$ cat config.mk
export PLATFORM = sky130hd
export DESIGN_NAME = complement_seq
export DESIGN_NICKNAME = d
export VERILOG_FILES = /design/src/rtl/complement_seq.sv
export SDC_FILE = /design/constraint.sdc
export NUM_CORES = 1
export LEC_CHECK = 0
export BUFFER_PORTS_ARGS = -buffer_cell sky130_fd_sc_hd__buf_2
export CAP_MARGIN = 30
export CORE_UTILIZATION = 54
export CTS_CLUSTER_DIAMETER = 100
export DETAILED_ROUTE_END_ITERATION = 7
export MAX_ROUTING_LAYER = met4
export PLACE_DENSITY = 0.9
export SLEW_MARGIN = 40
export SYNTH_ARGS = -nofsm -noshare
export SYNTH_HDL_FRONTEND = slang
export SYNTH_SLANG_ARGS = --single-unit
$ cat constraint.sdc
create_clock -name clk -period 3.3 [get_ports clk]
set_input_delay 0 -clock clk [delete_from_list [all_inputs] [get_ports clk]]
set_output_delay 0 -clock clk [all_outputs]
set_load 0.05 [all_outputs]
$ cat src/rtl/complement_seq.sv
// complement_seq: multi-cycle, chunk-serial complement engine.
//
// Processes a WIDTH-bit operand CHUNK bits per clock, LSB chunk first,
// rippling the carry from one chunk to the next. Supported modes:
//   00 pass-through, 01 ones' complement, 10 two's complement, 11 absolute value.
// The result takes N = WIDTH/CHUNK cycles. WIDTH must be a multiple of CHUNK.
//
// Ports:
//   clk       rising-edge clock
//   rst       asynchronous active-high reset
//   start     request; accepted only while busy is low (IDLE or DONE)
//   mode      operation select, sampled only on the accepting edge
//   in        operand, sampled only on the accepting edge
//   busy      high while chunks are being processed
//   done      one-cycle pulse when out/overflow are valid
//   out       result, held until the next accepted start
//   overflow  result not representable (most-negative operand), held with out

module complement_seq #(
    parameter int WIDTH = 32,
    parameter int CHUNK = 8
) (
    input  logic             clk,
    input  logic             rst,
    input  logic             start,
    input  logic [1:0]       mode,
    input  logic [WIDTH-1:0] in,
    output logic             busy,
    output logic             done,
    output logic [WIDTH-1:0] out,
    output logic             overflow
);

    localparam int N    = WIDTH / CHUNK;
    localparam int IDXW = (N > 1) ? $clog2(N) : 1;
    localparam logic [IDXW-1:0] LAST = IDXW'(N - 1);

    typedef enum logic [1:0] {
        IDLE,
        RUN,
        DONE
    } state_t;

    state_t           state;
    logic [WIDTH-1:0] operand;
    logic [1:0]       opMode;
    logic             invert;
    logic             carry;
    logic [IDXW-1:0]  idx;

    logic             acceptCarry;
    logic             acceptInvert;
    logic [CHUNK-1:0] opChunk;
    logic [CHUNK:0]   chunkSum;
    logic             ovfNext;

    // Absolute value behaves as two's complement when the operand is
    // negative and as pass-through otherwise, so both the invert mask and
    // the initial carry come from the operand sign bit.
    always_comb begin
        acceptCarry  = 1'b0;
        acceptInvert = 1'b0;
        case (mode)
            2'b01: begin
                acceptInvert = 1'b1;
            end
            2'b10: begin
                acceptInvert = 1'b1;
                acceptCarry  = 1'b1;
            end
            2'b11: begin
                acceptInvert = in[WIDTH-1];
                acceptCarry  = in[WIDTH-1];
            end
            default: begin
                acceptInvert = 1'b0;
                acceptCarry  = 1'b0;
            end
        endcase
    end

    // One chunk of the ripple: conditionally invert, then add the carry.
    // The extra top bit of chunkSum is the carry into the next chunk.
    always_comb begin
        opChunk  = operand[idx*CHUNK +: CHUNK];
        chunkSum = {1'b0, opChunk ^ {CHUNK{invert}}} + {{CHUNK{1'b0}}, carry};
    end

    // Overflow is decided on the final chunk, whose top bit is the result MSB.
    // Negating or taking abs of the most-negative value yields itself, the
    // only case where a "negative" sign survives the operation.
    always_comb begin
        ovfNext = 1'b0;
        case (opMode)
            2'b10:   ovfNext = operand[WIDTH-1] & chunkSum[CHUNK-1];
            2'b11:   ovfNext = chunkSum[CHUNK-1];
            default: ovfNext = 1'b0;
        endcase
    end

    // Control FSM and datapath registers. out is not cleared on accept: it
    // is overwritten chunk by chunk and is only meaningful when done pulses.
    always_ff @(posedge clk or posedge rst) begin
        if (rst) begin
            state    <= IDLE;
            operand  <= '0;
            opMode   <= 2'b00;
            invert   <= 1'b0;
            carry    <= 1'b0;
            idx      <= '0;
            busy     <= 1'b0;
            done     <= 1'b0;
            out      <= '0;
            overflow <= 1'b0;
        end else begin
            case (state)
                IDLE, DONE: begin
                    done <= 1'b0;
                    if (start) begin
                        operand <= in;
                        opMode  <= mode;
                        invert  <= acceptInvert;
                        carry   <= acceptCarry;
                        idx     <= '0;
                        busy    <= 1'b1;
                        state   <= RUN;
                    end else begin
                        state <= IDLE;
                    end
                end
                RUN: begin
                    out[idx*CHUNK +: CHUNK] <= chunkSum[CHUNK-1:0];
                    carry                   <= chunkSum[CHUNK];
                    if (idx == LAST) begin
                        overflow <= ovfNext;
                        busy     <= 1'b0;
                        done     <= 1'b1;
                        state    <= DONE;
                    end else begin
                        idx <= idx + 1'b1;
                    end
                end
                default: begin
                    busy  <= 1'b0;
                    done  <= 1'b0;
                    state <= IDLE;
                end
            endcase
        end
    end

endmodule
Word level (Yosys, flattened, before mapping) --
Cells that the tools add are included.
Cells by class: mux-type cells 17, eq/ne operators 11, bitwise gates (word level) 2, add/sub/neg operators 3, shift-type cells 3, reduce and logical (&&, ||, !) cells 9
Operator list (number):
- 5-bit negation with 34-bit output | 1
- 8-bit by 34-bit variable shift with 32-bit output, first input constant | 1
- 8-bit by 34-bit variable part select with 32-bit output | 1
- 32-bit bitwise mux | 1
- 32-bit by 6-bit variable part select with 8-bit output | 1
- 2-bit equality test, second input constant | 6
- 1-bit one-hot mux with 2 select lines | 5
- 8-bit by 1-bit adder with 9-bit output | 1
- 2-bit one-hot mux with 2 select lines | 2
- 2-bit AND reduction | 4
- 8-bit bitwise XOR | 1
- 1-bit 2-to-1 mux | 6
- 2-bit 2-to-1 mux | 3
- 2-bit != test, second input constant | 3
- 2-bit by 1-bit equality test with 1-bit output, second input constant | 2
- 2-bit OR reduction | 2
- 3-bit AND reduction | 1
- 2-bit by 1-bit adder with 2-bit output, second input constant | 1
- 2-bit logical NOT | 1
- 2-bit nonzero test | 1
- 1-bit bitwise AND | 1
Word-level totals: flip-flop bits (word level) 75, word-level logic and storage cells 55, input port bits 37, output and inout bits 35

Longest topological paths before layout --
Gate-level depths: netlist of run 1.
depth after elaboration 5, mapped depth 10, depth with buffers taken out 8

Worst setup path after synthesis of run 1 --
OpenSTA, ideal clock, no wires.
path type reg2reg, from reg idx[0], to reg out[20], required time 3179 ps, arrival time 2508 ps, stages on the path, launching flop included 11, library setup time 121 ps, setup slack 671 ps, path buffers 2, clock period less this slack 2629 ps, cell sequence dfrtp_1 buf_6 buf_2 mux4_2 xnor2_1 ha_1 ha_1 a21o_1 a22oi_1 xnor2_1 a22o_1
Between the ends: cells in the longest elaborated chain, start to end 5, elaborated cells on any way between the ends 7, classes of those cells add/sub (2); shift (3); mux (1); bitwise (1)
Ends and longest elaborated chain:
- from (decl) | RTL line 49 | logic [IDXW-1:0] idx;
- from (signal assigned) | RTL line 140 | idx <= idx + 1'b1;
- 32-bit by 6-bit variable part select with 8-bit output | RTL line 85 | opChunk = operand[idx*CHUNK +: CHUNK];
- 8-bit bitwise XOR | RTL line 86 | chunkSum = {1'b0, opChunk ^ {CHUNK{invert}}} + {{CHUNK{1'b0}}, carry};
- 8-bit by 1-bit adder with 9-bit output | RTL line 86
- 8-bit by 34-bit variable part select with 32-bit output | RTL line 132 | out[idx*CHUNK +: CHUNK] <= chunkSum[CHUNK-1:0];
- 32-bit bitwise mux (*) | RTL line 132
- to (signal, indexed assignment) | RTL line 132
- to (decl) | RTL line 30 | output logic [WIDTH-1:0] out,
Mark *: on every way between the ends. The rest lies on a longest branch, timed or not. A chain may end at the register's enable or synchronous reset.

Final worst setup path of run 1 --
from reg idx[0], to reg out[28]
Same word-level chain as after synthesis.

==> out/qor.log, run 1 <==
INFO  run_status     outcome=completed
INFO  critical_path  worstPathRequired=3.59ns
INFO  timing         rsz0062_at_grt=no
INFO  placed_design  placed_area=0.00384mm²
INFO  floorplanning  die_area=0.00664mm²
INFO  power          power-per-cell-area=995mW/mm²
INFO  critical_path  setup.reg_to_reg.worst_slack=0.66ns
INFO  logic_synthesis synthXorXnorAreaFrac=2.57%
INFO  critical_path  rr_worst_depth=8
INFO  layout         share_of_final_layout_standard_cells_stronger_than_drive_strength_1=23.5%
INFO  critical_path  critical_path.slowest_cell=mux4_2
INFO  clocking       ctsHtreeMaxLevel=3
INFO  logic_synthesis yosys_register_bits=74
INFO  clocking       post_cts.repair.setup_buffers=0
INFO  timing         final_hold_viol_count=0
INFO  logic_synthesis avgSynthCellArea=10.2µm²
INFO  critical_path  cpLargestDelayFamily=adder cells
INFO  logic_synthesis synth_adder_area_share=4.04%
INFO  routing        residual_antenna_violating_net_count_after_detailed_routing=0
INFO  critical_path  critical_path.max_stage_delay=0.55ns
INFO  routing        highest-signal-layer=met4
INFO  timing         finalMaxSlewViolations=0
INFO  routing        remaining_routing_drc_violations=0
INFO  critical_path  source_of_the_worst_register_to_register_timing_path=idx[0]
INFO  routing        drt_pass_1_iters=6
INFO  layout         final.fill_count=413
INFO  clocking       post_cts.resized_instances=0
INFO  placed_design  rd_place_congestion=0.850
INFO  critical_path  crit_arrival=2.93ns
INFO  placed_design  hpwl=5.34mm
INFO  run            maxCapViolCount=0
INFO  critical_path  worst-path-buf-inv=0
INFO  routing        route.detailed.vias_per_inst=5.56
INFO  routing        m1WireLength=3.45mm
INFO  logic_synthesis synth_sequential_area_ratio=54.3%
INFO  clocking       cts.clk_slew.worst_paths=0.07ns
INFO  layout         layout-area-overhead-vs-synth=28.7%
INFO  logic_synthesis synth.cell_area=0.00341mm²
INFO  logic_synthesis synth-warning-count=0
INFO  clocking       cts.root.buffer_cell=clkbuf_8
INFO  layout         antenna_cells=0
INFO  grt            initial_antenna_violation_count=0
INFO  clocking       tritoncts=yes
INFO  logic_synthesis synth_top_family_by_area=simple AND/OR/NAND/NOR gates
INFO  worst_hold_path worstHoldPathType=in -> async
INFO  routing        post_drt_wl_per_cell=15.6µm
INFO  critical_path  cp-start-kind=register
INFO  layout         nNetsFinal=491
INFO  floorplanning  die_w=81.5µm
INFO  grt            wire_length_of_the_first_global_routing_pass=13.4mm
INFO  floorplanning  initial_utilization=56.9%
INFO  floorplanning  floorplan.rows=28
INFO  grt            first_global_vias=2847
INFO  clocking       insertion_delay=0.35ns
INFO  floorplanning  floorplan.die.height=81.5µm
INFO  routing        drt-total-wl=8.15mm
INFO  critical_path  path_max_fanout=6
INFO  grt            global_route_overflow=0
INFO  power          vdd.ir_drop.worst=564µV
INFO  timing         fin_worst_skew=0.00937ns
INFO  logic_synthesis synthMuxAreaShare=5.87%
INFO  timing         tightest_slew=0.687ns
INFO  placed_design  io_buffers=71
INFO  routing        detailroute.wirelength.met3=503µm
INFO  layout         layout.cell_area.non_filler=0.00439mm²
INFO  logic_synthesis yosys.cell_types.count=39
INFO  clocking       cts.sinks=74
INFO  critical_path  critical_path.reg2reg.endpoint=out[28]
INFO  timing         final_critical_path_share_of_the_clock_period=79.9%
INFO  timing         min_period=2.64ns
INFO  logic_synthesis synth_cells=334
INFO  clocking       cts.hold.buffers_added=36
INFO  logic_synthesis postSynthNetCount=382
INFO  floorplanning  floorplan.core_area=0.00599mm²
INFO  routing        dr.first_iter.drc_count=107
INFO  critical_path  crit_path_end_kind=register
INFO  critical_path  chain_of_cells_forming_the_critical_path=mux4_2, xnor2_1, ha_1, ha_1, a21o_1, a22oi_1, xnor2_1, a22o_1
INFO  clocking       clk_path_buf_depth=2
INFO  timing         setup_viol=0
INFO  timing         setup-tns-final=0ns
INFO  clocking       cts_inserted_buffers=9
INFO  logic_synthesis synth_compound_gate_area_share=11.5%
INFO  critical_path  path_class=reg -> reg
INFO  grt            all_layer_gr_usage=28.3%
INFO  grt            grt_start_max_net_pins=54
INFO  timing         relSlewSlack=53.6%
INFO  timing         max_freq=0.379GHz
INFO  power          cellLeakagePower=2.28nW
INFO  routing        routed-via-count=2901
INFO  floorplanning  top_level_pins=72
INFO  routing        met2_length=4.05mm
INFO  logic_synthesis synth-simple-area-share=19.0%
state kept, by name, summed over array words and instances (netlist names):
name      count
invert        1
busy          1
carry         1
state         1
out          32
operand      32
opMode        2
overflow      1
idx           2
done          1
Yosys cell counts:
library cell / count / area share [%]
nand2_1: 125 / 14
dfrtp_1: 74 / 54
a22o_1: 16 / 4.1
clkbuf_1: 12 / 1.3
ha_1: 11 / 4.0
o21ai_0: 11 / 1.6
xnor2_1: 9 / 2.3
mux4_2: 8 / 5.3
o31ai_1: 8 / 1.8
inv_1: 7 / 0.77
nand2b_1: 6 / 1.1
nand3_1: 4 / 0.59
o21ai_1: 4 / 0.59
or3_1: 4 / 0.73
a21oi_1: 3 / 0.44
a22oi_1: 3 / 0.66
a21o_1: 2 / 0.44
and3_1: 2 / 0.37
mux2i_1: 2 / 0.59
nor2_1: 2 / 0.22
nor2b_1: 2 / 0.37
nor3_1: 2 / 0.29
a2111oi_0: 1 / 0.26
a211o_1: 1 / 0.26
a211oi_1: 1 / 0.22
a21oi_2: 1 / 0.26
and2_1: 1 / 0.18
buf_2: 1 / 0.15
buf_6: 1 / 0.33
inv_2: 1 / 0.11
nand4_1: 1 / 0.18
nand4b_1: 1 / 0.26
nor4_1: 1 / 0.18
nor4b_1: 1 / 0.26
o2111a_1: 1 / 0.33
o22ai_4: 1 / 0.59
or4_1: 1 / 0.22
or4_4: 1 / 0.33
xor2_1: 1 / 0.26
report_power, final:
group          leakage [nW]  total [W]  internal, W  switching, W
combinational          1.22    0.00220     0.000741       0.00146
sequential            0.959    0.00150      0.00126      0.000235
clock                 0.101   0.000676     0.000349      0.000327
total                  2.28    0.00437      0.00235       0.00202
area by class of cell:
class	instances	area [µm²]	area share, %
Clock buffer	13	179	4.08
Inverter	8	32.5	0.741
Tap cell	75	93.8	2.14
Multi-Input combinational cell	238	1470	33.5
Clock inverter	2	10.0	0.228
Timing Repair Buffer	112	753	17.2
Sequential cell	74	1850	42.2
stage by stage:
stage | total power (W) | worst slack (ns) | hold slack [ns] | utilization (%) | std cells
6_report | 0.00437 | 0.662 | 0.281 | 73.3 | 522
5_1_grt | 0.00467 | 0.388 | 0.351 | 73.3 | 522
4_1_cts | 0.00436 | 0.666 | 0.306 | 73.3 | 522
3_5_place_dp | 0.00366 | 0.688 | 0.130 | 64.1 | 471
3_3_place_gp | 0.00357 | 0.831 | 0.190 | 64.1 | 471
2_1_floorplan | 0.00314 | 0.671 | 0.105 | - | 334
logic make-up after synthesis:
logic type | count (synthesis)
AO/OA/AOI/OAI | 53
XOR/XNOR | 10
adder cells (fa/ha/maj) | 11
buffers and inverters | 22
flip-flops | 74
multiplexers | 10
AND/OR/NAND/NOR | 154
metal layers:
| metal | GRT usage, % | vias up |
|---|---|---|
| li1 | - | 1358 |
| met1 | 34.6 | 1419 |
| met2 | 45.4 | 108 |
| met3 | 6.78 | 16 |
| met4 | 11.6 | 0 |
| met5 | - | - |
placed cells by master (no fill, tap or decap), drive strengths merged, types with 2 or more instances in the layout:
master / Yosys / final
dfrtp: 74 / 74
or4: 2 / 2
nand2: 125 / 125
clkinv: 0 / 2
o21ai: 15 / 15
ha: 11 / 11
buf: 2 / 76
a21o: 2 / 2
mux2i: 2 / 2
a22o: 16 / 16
and3: 2 / 2
or3: 4 / 4
nor2b: 2 / 2
o31ai: 8 / 8
a22oi: 3 / 3
mux4: 8 / 8
dlygate4sd3: 0 / 36
xnor2: 9 / 9
inv: 8 / 8
nor3: 2 / 2
nand3: 4 / 4
nor2: 2 / 2
clkbuf: 12 / 13
a21oi: 4 / 4
nand2b: 6 / 6
worst min-delay path, stage by stage:
cell and delay, ns:
dlygate4sd3_1 0.53, buf_2 0.13, inv_4 0.45
worst max path at each step:
stage	from	endpoint	slack [ns]	cells after the start
2_1_floorplan	idx[0]	out[20]	0.67	10
3_3_place_gp	idx[0]	out[21]	0.83	6
3_5_place_dp	idx[0]	out[12]	0.69	8
4_1_cts	idx[0]	out[12]	0.67	8
5_1_grt	idx[0]	out[4]	0.39	8
6_report	idx[0]	out[28]	0.66	8
No activity file was read; power rests on OpenSTA's default activity.
==> inputs of run 2 (changes only) <==
--- a/config.mk
+++ b/config.mk
@@ -5,13 +5,14 @@
 export SDC_FILE = /design/constraint.sdc
 export NUM_CORES = 1
 export LEC_CHECK = 0
+export ABC_AREA = 1
 export BUFFER_PORTS_ARGS = -buffer_cell sky130_fd_sc_hd__buf_2
 export CAP_MARGIN = 30
-export CORE_UTILIZATION = 54
+export CORE_UTILIZATION = 50
 export CTS_CLUSTER_DIAMETER = 100
 export DETAILED_ROUTE_END_ITERATION = 7
 export MAX_ROUTING_LAYER = met4
-export PLACE_DENSITY = 0.9
+export PLACE_DENSITY = 0.87
 export SLEW_MARGIN = 40
 export SYNTH_ARGS = -nofsm -noshare
 export SYNTH_HDL_FRONTEND = slang
==> constraint.sdc (replaced) <==
create_clock -name clk -period 2.4 [get_ports clk]
set_input_delay 0 -clock clk [delete_from_list [all_inputs] [get_ports clk]]
set_output_delay 0 -clock clk [all_outputs]
set_load 0.05 [all_outputs]
==> run 2 against run 1 <==
Utilization fell by 5.8 points. Sequential power rose by 42%. Critical endpoint is now out[14]. Cell area increased by 6.2%. Register-to-register slack got worse by 0.45 ns. Largest power group unchanged. Final cell count rose by 23%. Global-route usage shrank 1.8 points. Flip-flop and latch count stayed put.
==> out/qor.log, run 2 <==
INFO  critical_path  critical_path.max_stage_delay=0.38ns [-0.17 ns]
INFO  layout         final_common_cell=nand2_1
INFO  layout         layout.area.seq=0.00185mm² [unchanged]
INFO  layout         layout-area-overhead-vs-synth=29.0%
INFO  layout         multi_input_area=0.00158mm² [+7.7%]
INFO  placed_design  place_worst_setup_slack=0.259ns [-0.429 ns]
INFO  timing         finalMaxSlewViolations=0 [unchanged]
INFO  power          vdd.ir_drop.worst=639µV [+13%]
INFO  grt            initial_antenna_violation_count=0 [unchanged]
INFO  timing         fin_worst_skew=0.00718ns [-0.00219 ns]
INFO  power          power-per-cell-area=1470mW/mm² [+48%]
INFO  floorplanning  floorplan.core_area=0.00691mm² [+15%]
INFO  critical_path  cp-start-kind=register
INFO  clocking       cts.clk_slew.worst_paths=0.08ns [about the same]
INFO  logic_synthesis postSynthNetCount=475 [+24%]
INFO  layout         share_of_final_layout_standard_cells_stronger_than_drive_strength_1=24.2% [+0.73 points]
INFO  timing         final_hold_viol_count=0 [unchanged]
INFO  logic_synthesis synth_ff_type=dfrtp_1
INFO  clocking       tritoncts=yes
INFO  floorplanning  die_area=0.00758mm² [+14%]
INFO  routing        remaining_routing_drc_violations=0 [unchanged]
INFO  logic_synthesis avgSynthCellArea=8.47µm² [-17%]
INFO  routing        residual_antenna_violating_net_count_after_detailed_routing=0 [unchanged]
INFO  logic_synthesis ys_async_sr_fraction=100% [unchanged]
INFO  run            maxCapViolCount=0 [unchanged]
INFO  layout         layout_top_registers=operand x32, out x32
INFO  logic_synthesis synth_cells=427 [+28%]
INFO  logic_synthesis yosysMostFrequentCell=nand2_1
INFO  timing         min_period=2.19ns [-0.446 ns]
INFO  logic_synthesis yosysTopAreaCell=dfrtp_1
INFO  routing        routed-via-count=3241 [+12%]
INFO  clocking       post_cts.repair.setup_buffers=0 [unchanged]
INFO  timing         setup_viol=0 [unchanged]
INFO  grt            first_global_vias=3127 [+9.8%]
INFO  layout         final_cells=641 [+23%]
INFO  timing         final_critical_path_share_of_the_clock_period=91.3% [+11 points]
INFO  power          cellLeakagePower=2.48nW [+9.0%]
INFO  timing         relSlewSlack=52.2% [-1.3 points]
INFO  critical_path  cp_common_cell=ha_2
INFO  routing        drt-total-wl=8.92mm [+9.5%]
INFO  timing         max_freq=0.456GHz [+20%]
INFO  worst_hold_path hp-start=start
INFO  clocking       insertion_delay=0.36ns [about the same]
INFO  logic_synthesis yosys.cell_types.count=35 [-10%]
INFO  critical_path  crit_path_end_kind=register
INFO  worst_hold_path min_delay_path_depth=3
INFO  layout         final.fill_count=581 [+41%]
INFO  grt            grt_start_max_net_pins=43 [-20%]
INFO  critical_path  source_of_the_worst_register_to_register_timing_path=idx[1]
INFO  logic_synthesis synth_sequential_area_ratio=51.2% [-3.1 points]
INFO  routing        post_drt_wl_per_cell=13.9µm [-11%]
INFO  floorplanning  floorplan.die.height=87.1µm [+6.8%]
INFO  placed_design  hpwl=5.92mm [+11%]
INFO  layout         final_core_util=67.5% [-5.8 points]
INFO  logic_synthesis yosys_register_bits=74 [unchanged]
INFO  critical_path  rr_worst_depth=12 [+4]
INFO  critical_path  crit_arrival=2.48ns [-0.45 ns]
INFO  floorplanning  top_level_pins=72 [unchanged]
INFO  clocking       cts.root.buffer_cell=clkbuf_8
INFO  critical_path  path_max_fanout=12 [+6]
INFO  placed_design  io_buffers=71 [unchanged]
INFO  logic_synthesis synth_enable_flop_cells=0 [unchanged]
INFO  critical_path  path_class=reg -> reg
INFO  logic_synthesis synth.cell_area=0.00362mm² [+6.1%]
INFO  layout         antenna_cells=0 [unchanged]
INFO  timing         setup-tns-final=0ns [unchanged]
INFO  critical_path  setup.reg_to_reg.worst_slack=0.21ns [-0.45 ns]
INFO  routing        dr.first_iter.drc_count=168 [+57%]
INFO  layout         nNetsFinal=588 [+20%]
INFO  routing        route.detailed.vias_per_inst=5.06 [-9.0%]
INFO  floorplanning  die_w=87.1µm [+6.8%]
INFO  timing         layout_setup_ws=0.208ns [-0.454 ns]
INFO  layout         mostFrequentLayoutCells=195 x nand2_1, 74 x dfrtp_1, 71 x buf_2
INFO  placed_design  rd_place_congestion=0.887 [+4.4%]
INFO  routing        drt_pass_1_iters=5 [-1]
INFO  critical_path  timing.critical_path.from=idx[1]
INFO  clocking       cts.sinks=74 [unchanged]
INFO  critical_path  worstPathRequired=2.69ns [-0.90 ns]
INFO  critical_path  chain_of_cells_forming_the_critical_path=bufinv_8, o21ai_0, o22ai_1, xor2_1, ha_2, ha_2, nand3_2, nor2_4, nand2_1, nand2_2, nand4_2, o21ai_1
INFO  timing         tightest_slew=0.716ns [+0.0288 ns]
INFO  floorplanning  initial_utilization=52.4% [-4.6 points]
INFO  clocking       cts_inserted_buffers=9 [unchanged]
INFO  run_status     outcome=completed
INFO  worst_hold_path worstHoldPathType=in -> reg
INFO  clocking       ctsHtreeMaxLevel=3 [unchanged]
INFO  logic_synthesis post_synth_most_frequent_cells=195 x nand2_1, 74 x dfrtp_1, 26 x nand3_1
INFO  grt            global_route_overflow=0 [unchanged]
INFO  clocking       clk_path_buf_depth=2 [unchanged]
INFO  floorplanning  floorplan.rows=30 [+7.1%]
INFO  logic_synthesis top_area_cell_type_share_of_the_netlist_area=51.2% [-3.1 points]
INFO  power          total_power=0.00687W [+57%]
INFO  critical_path  critical_path.slowest_cell=dfrtp_1
INFO  grt            all_layer_gr_usage=26.6% [-1.8 points]
INFO  grt            wire_length_of_the_first_global_routing_pass=14.7mm [+10%]
INFO  logic_synthesis synth_top_cells_by_area=dfrtp_1 51%, nand2_1 20%, ha_1 3.8%
INFO  logic_synthesis synth-warning-count=0 [unchanged]
INFO  placed_design  placed_cells_incl_taps=590 [+25%]
-- run 2: logic make-up (layout without fill, tap and decap cells) --
group | after synthesis | count (layout) | share of synthesized area, %
buffers and inverters | 37 | 155 | 5.57
AOI/OAI and AO/OA | 39 | 39 | 6.33
and+or+nand+nor | 261 | 261 | 31.9
adders and majority gates | 11 | 11 | 3.80
DFF | 74 | 74 | 51.2
xor gates and xnor gates | 5 | 5 | 1.21
-- run 2: per-stage QoR --
step	hold slack (ns)	instance area, µm²
2_1_floorplan	0.110	3620
5_1_grt	0.253	4660
6_report	0.185	4660
3_3_place_gp	0.143	4080
3_5_place_dp	0.154	4080
4_1_cts	0.183	4650
-- run 2: critical path, delay by kind of cell (launching register included) --
kind,cells,cell delay [ns]
AND/OR/NAND/NOR,5,0.51
AO/OA/AOI/OAI,3,0.37
buffers and inverters,1,0.23
XOR/XNOR,1,0.19
adder cells (fa/ha/maj),2,0.44
flip-flops,1,0.38
-- run 2: power by group --
part	total, W	switching, W	internal, W
logic	0.00371	0.00261	0.00110
registers	0.00213	0.000354	0.00178
clock network	0.00102	0.000485	0.000540
total	0.00687	0.00345	0.00342
-- run 2: what timing repair did --
item,in CTS,in global routing
hold buffers,35,0
endpoints found under the hold margin,67,0
setup endpoints to repair,0,3
gates resized for setup,0,5
-- run 2: final cells by class --
cell class,count,area share (%)
clock inverters,5,1.34
multi-input cells,316,33.9
clock buffers,11,3.25
flip-flops and latches,74,39.7
inverters,23,2.20
well taps,96,2.58
repair buffers,116,17.0
-- run 2: worst paths after layout --
kind,to
min reg2reg,out[19]
max reg2reg,out[14]
min in group asynchronous,out[19]
min,busy
max in group asynchronous,operand[1]
max,out[14]
-- run 2: per-layer routing --
metal	vias up	GRT usage, %	wire (µm)
met5	-	-	0
met4	0	12.3	223
met3	18	3.89	387
met2	115	43.1	4380
met1	1520	33.0	3930
li1	1588	-	-
==> inputs of run 3 (changes only) <==
--- a/config.mk
+++ b/config.mk
@@ -8,11 +8,11 @@
 export ABC_AREA = 1
 export BUFFER_PORTS_ARGS = -buffer_cell sky130_fd_sc_hd__buf_2
 export CAP_MARGIN = 30
-export CORE_UTILIZATION = 50
+export CORE_UTILIZATION = 30
 export CTS_CLUSTER_DIAMETER = 100
 export DETAILED_ROUTE_END_ITERATION = 7
 export MAX_ROUTING_LAYER = met4
-export PLACE_DENSITY = 0.87
+export PLACE_DENSITY = 0.61
 export SLEW_MARGIN = 40
 export SYNTH_ARGS = -nofsm -noshare
 export SYNTH_HDL_FRONTEND = slang
==> run 3 against run 2 <==
The run now ends with design-rule violations left. Power grew 3.5%. Register-to-register slack improved by 0.02 ns. Sequential share of layout area fell by 1.1 points. First-iteration DRC count is 47% higher. Global-route usage down 9.9 points. Worst setup slack improved by 0.019 ns. Critical path depth unchanged. Worst hold slack got worse by 0.17 ns.
==> out/qor.log, run 3 (synthesized netlist as in run 2, its figures left out) <==
INFO  critical_path  cpLargestDelayFamily=simple AND/OR/NAND/NOR gates
INFO  placed_design  rd_place_congestion=0.836 [-5.7%]
INFO  timing         rsz0062_at_grt=no
INFO  placed_design  io_buffers=71 [unchanged]
INFO  layout         final.fill_count=1174 [+100%]
INFO  clocking       ctsHtreeMaxLevel=3 [unchanged]
INFO  routing        dr.first_iter.drc_count=247 [+47%]
INFO  critical_path  timing.critical_path.from=idx[1]
INFO  timing         max_freq=0.460GHz [+0.89%]
INFO  layout         antenna_cells=0 [unchanged]
INFO  power          vdd.ir_drop.worst=422µV [-34%]
INFO  timing         relSlewSlack=53.0% [+0.76 points]
INFO  timing         setup-tns-final=0ns [unchanged]
INFO  timing         tightest_slew=0.704ns [-0.0115 ns]
INFO  clocking       cts.root.buffer_cell=clkbuf_16
INFO  clocking       cts.sinks=74 [unchanged]
INFO  critical_path  cp_common_cell=ha_1
INFO  timing         worst_hold_slack=0.0181ns [-0.167 ns]
INFO  timing         finalMaxSlewViolations=0 [unchanged]
INFO  critical_path  path_class=reg -> reg
INFO  power          power-per-cell-area=1480mW/mm² [+0.64%]
INFO  layout         layout_top_registers=operand x32, out x32
INFO  grt            grt_start_max_net_pins=38 [-12%]
INFO  layout         share_of_final_layout_standard_cells_stronger_than_drive_strength_1=23.8% [-0.45 points]
INFO  floorplanning  floorplan.die.height=112µm [+28%]
INFO  floorplanning  floorplan.core_area=0.0116mm² [+67%]
INFO  worst_hold_path worstHoldPathType=in -> reg
INFO  critical_path  worstPathRequired=2.65ns [-0.04 ns]
INFO  grt            global_route_overflow=0 [unchanged]
INFO  layout         final_common_cell=nand2_1
INFO  critical_path  rr_worst_depth=12 [unchanged]
INFO  critical_path  source_of_the_worst_register_to_register_timing_path=idx[1]
INFO  routing        post_drt_wl_per_cell=13.5µm [-3.1%]
INFO  routing        drt_pass_1_iters=8 [+3]
INFO  routing        remaining_routing_drc_violations=8 [+8]
INFO  routing        residual_antenna_violating_net_count_after_detailed_routing=0 [unchanged]
INFO  run            maxCapViolCount=0 [unchanged]
INFO  critical_path  cp-start-kind=register
INFO  floorplanning  initial_utilization=31.3% [-21 points]
INFO  clocking       insertion_delay=0.33ns [-0.03 ns]
INFO  timing         final_critical_path_share_of_the_clock_period=90.5% [-0.81 points]
INFO  floorplanning  die_w=112µm [+28%]
INFO  layout         mostFrequentLayoutCells=195 x nand2_1, 74 x dfrtp_1, 71 x buf_2
INFO  timing         min_period=2.17ns [-0.0194 ns]
INFO  critical_path  setup.reg_to_reg.worst_slack=0.23ns [+0.02 ns]
INFO  critical_path  critical_path.reg2reg.endpoint=out[30]
INFO  critical_path  chain_of_cells_forming_the_critical_path=bufinv_8, o21ai_0, o22ai_1, xor2_1, ha_1, ha_1, nand3_1, nor2_2, nand2_1, nand2_2, nand4_2, o21ai_1
INFO  floorplanning  floorplan.rows=39 [+30%]
INFO  clocking       tritoncts=yes
INFO  floorplanning  die_area=0.0125mm² [+65%]
INFO  clocking       clk_path_buf_depth=2 [unchanged]
INFO  layout         nNetsFinal=590 [+0.34%]
INFO  grt            wire_length_of_the_first_global_routing_pass=16.0mm [+8.5%]
INFO  clocking       cts.clk_slew.worst_paths=0.06ns [-0.02 ns]
INFO  layout         layout-area-overhead-vs-synth=32.6%
INFO  power          cellLeakagePower=2.53nW [+2.0%]
INFO  grt            initial_antenna_violation_count=0 [unchanged]
INFO  floorplanning  top_level_pins=72 [unchanged]
INFO  clocking       post_cts.repair.setup_buffers=0 [unchanged]
INFO  routing        routed-via-count=3196 [-1.4%]
INFO  critical_path  critical_path.max_stage_delay=0.37ns [about the same]
INFO  run_status     outcome=finished with violations
INFO  layout         final_core_util=41.5% [-26 points]
INFO  critical_path  cp_num_cells=12 [unchanged]
INFO  placed_design  place_worst_setup_slack=0.226ns [-0.0323 ns]
INFO  worst_hold_path min_delay_path_depth=3 [unchanged]
INFO  power          total_power=0.00711W [+3.5%]
INFO  routing        route.detailed.vias_per_inst=4.63 [-8.4%]
INFO  grt            all_layer_gr_usage=16.6% [-9.9 points]
INFO  critical_path  worst-path-buf-inv=1 [unchanged]
INFO  routing        drt-total-wl=9.30mm [+4.3%]
INFO  critical_path  crit_path_end_kind=register
INFO  timing         fin_worst_skew=0.00654ns [-0.000640 ns]
INFO  run_status     failed_checks=design-rule violations
INFO  worst_hold_path min_delay_worst_endpoint=opMode[0]
INFO  timing         final_hold_viol_count=0 [unchanged]
INFO  critical_path  path_max_fanout=12 [unchanged]
INFO  critical_path  crit_arrival=2.43ns [-0.05 ns]
INFO  placed_design  hpwl=6.99mm [+18%]
INFO  clocking       cts_inserted_buffers=9 [unchanged]
INFO  critical_path  critical_path.slowest_cell=dfrtp_1
INFO  grt            first_global_vias=3259 [+4.2%]
INFO  timing         setup_viol=0 [unchanged]
INFO  timing         layout_setup_ws=0.228ns [+0.0194 ns]
INFO  worst_hold_path hp-start=mode[0]
==> run 3: routing by layer <==
metal  wire length [µm]  GRT usage (%)
met2               4370           26.7
met4                121           4.41
met1               4320           21.3
met3                495           3.38
met5                  0              -
==> run 3: worst max path at each step <==
stage	slack, ns	to
3_3_place_gp	0.30	out[29]
3_5_place_dp	0.23	out[30]
6_report	0.23	out[30]
4_1_cts	0.21	out[30]
2_1_floorplan	0.12	out[14]
5_1_grt	0.005	out[30]
==> run 3: area by class of cell <==
type | count | area (µm²) | share of cell area (%)
Clock buffer | 12 | 267 | 5.56
Clock inverter | 4 | 25.0 | 0.522
Inverter | 23 | 103 | 2.14
Multi-Input combinational cell | 316 | 1560 | 32.6
Timing Repair Buffer | 118 | 808 | 16.8
Tap cell | 143 | 179 | 3.73
Sequential cell | 74 | 1850 | 38.6
==> run 3: report_power, final <==
group          leakage, nW  internal [W]  switching (W)
registers            0.960       0.00178       0.000371
clock network        0.141      0.000780       0.000510
logic                 1.43       0.00109        0.00258
total                 2.53       0.00365        0.00346
==> run 3: timing repair <==
action	CTS	global route
hold endpoints to repair	65	0
hold buffers	35	0
endpoints found under the setup margin	0	1
resized for setup	0	0
==> run 3: worst register-to-register path: stages (launching register included) <==
cell and delay (ns):
dfrtp_1 0.37, bufinv_8 0.23, o21ai_0 0.09, o22ai_1 0.14, xor2_1 0.17, ha_1 0.19
ha_1 0.18, nand3_1 0.12, nor2_2 0.17, nand2_1 0.09, nand2_2 0.08, nand4_2 0.10
o21ai_1 0.16
==> run 3: per-stage QoR <==
step | std cells | area, µm²
final | 690 | 4800
after global routing | 690 | 4800
after CTS | 690 | 4800
after detailed placement | 639 | 4160
after global placement | 639 | 4160
after floorplan | 427 | 3620
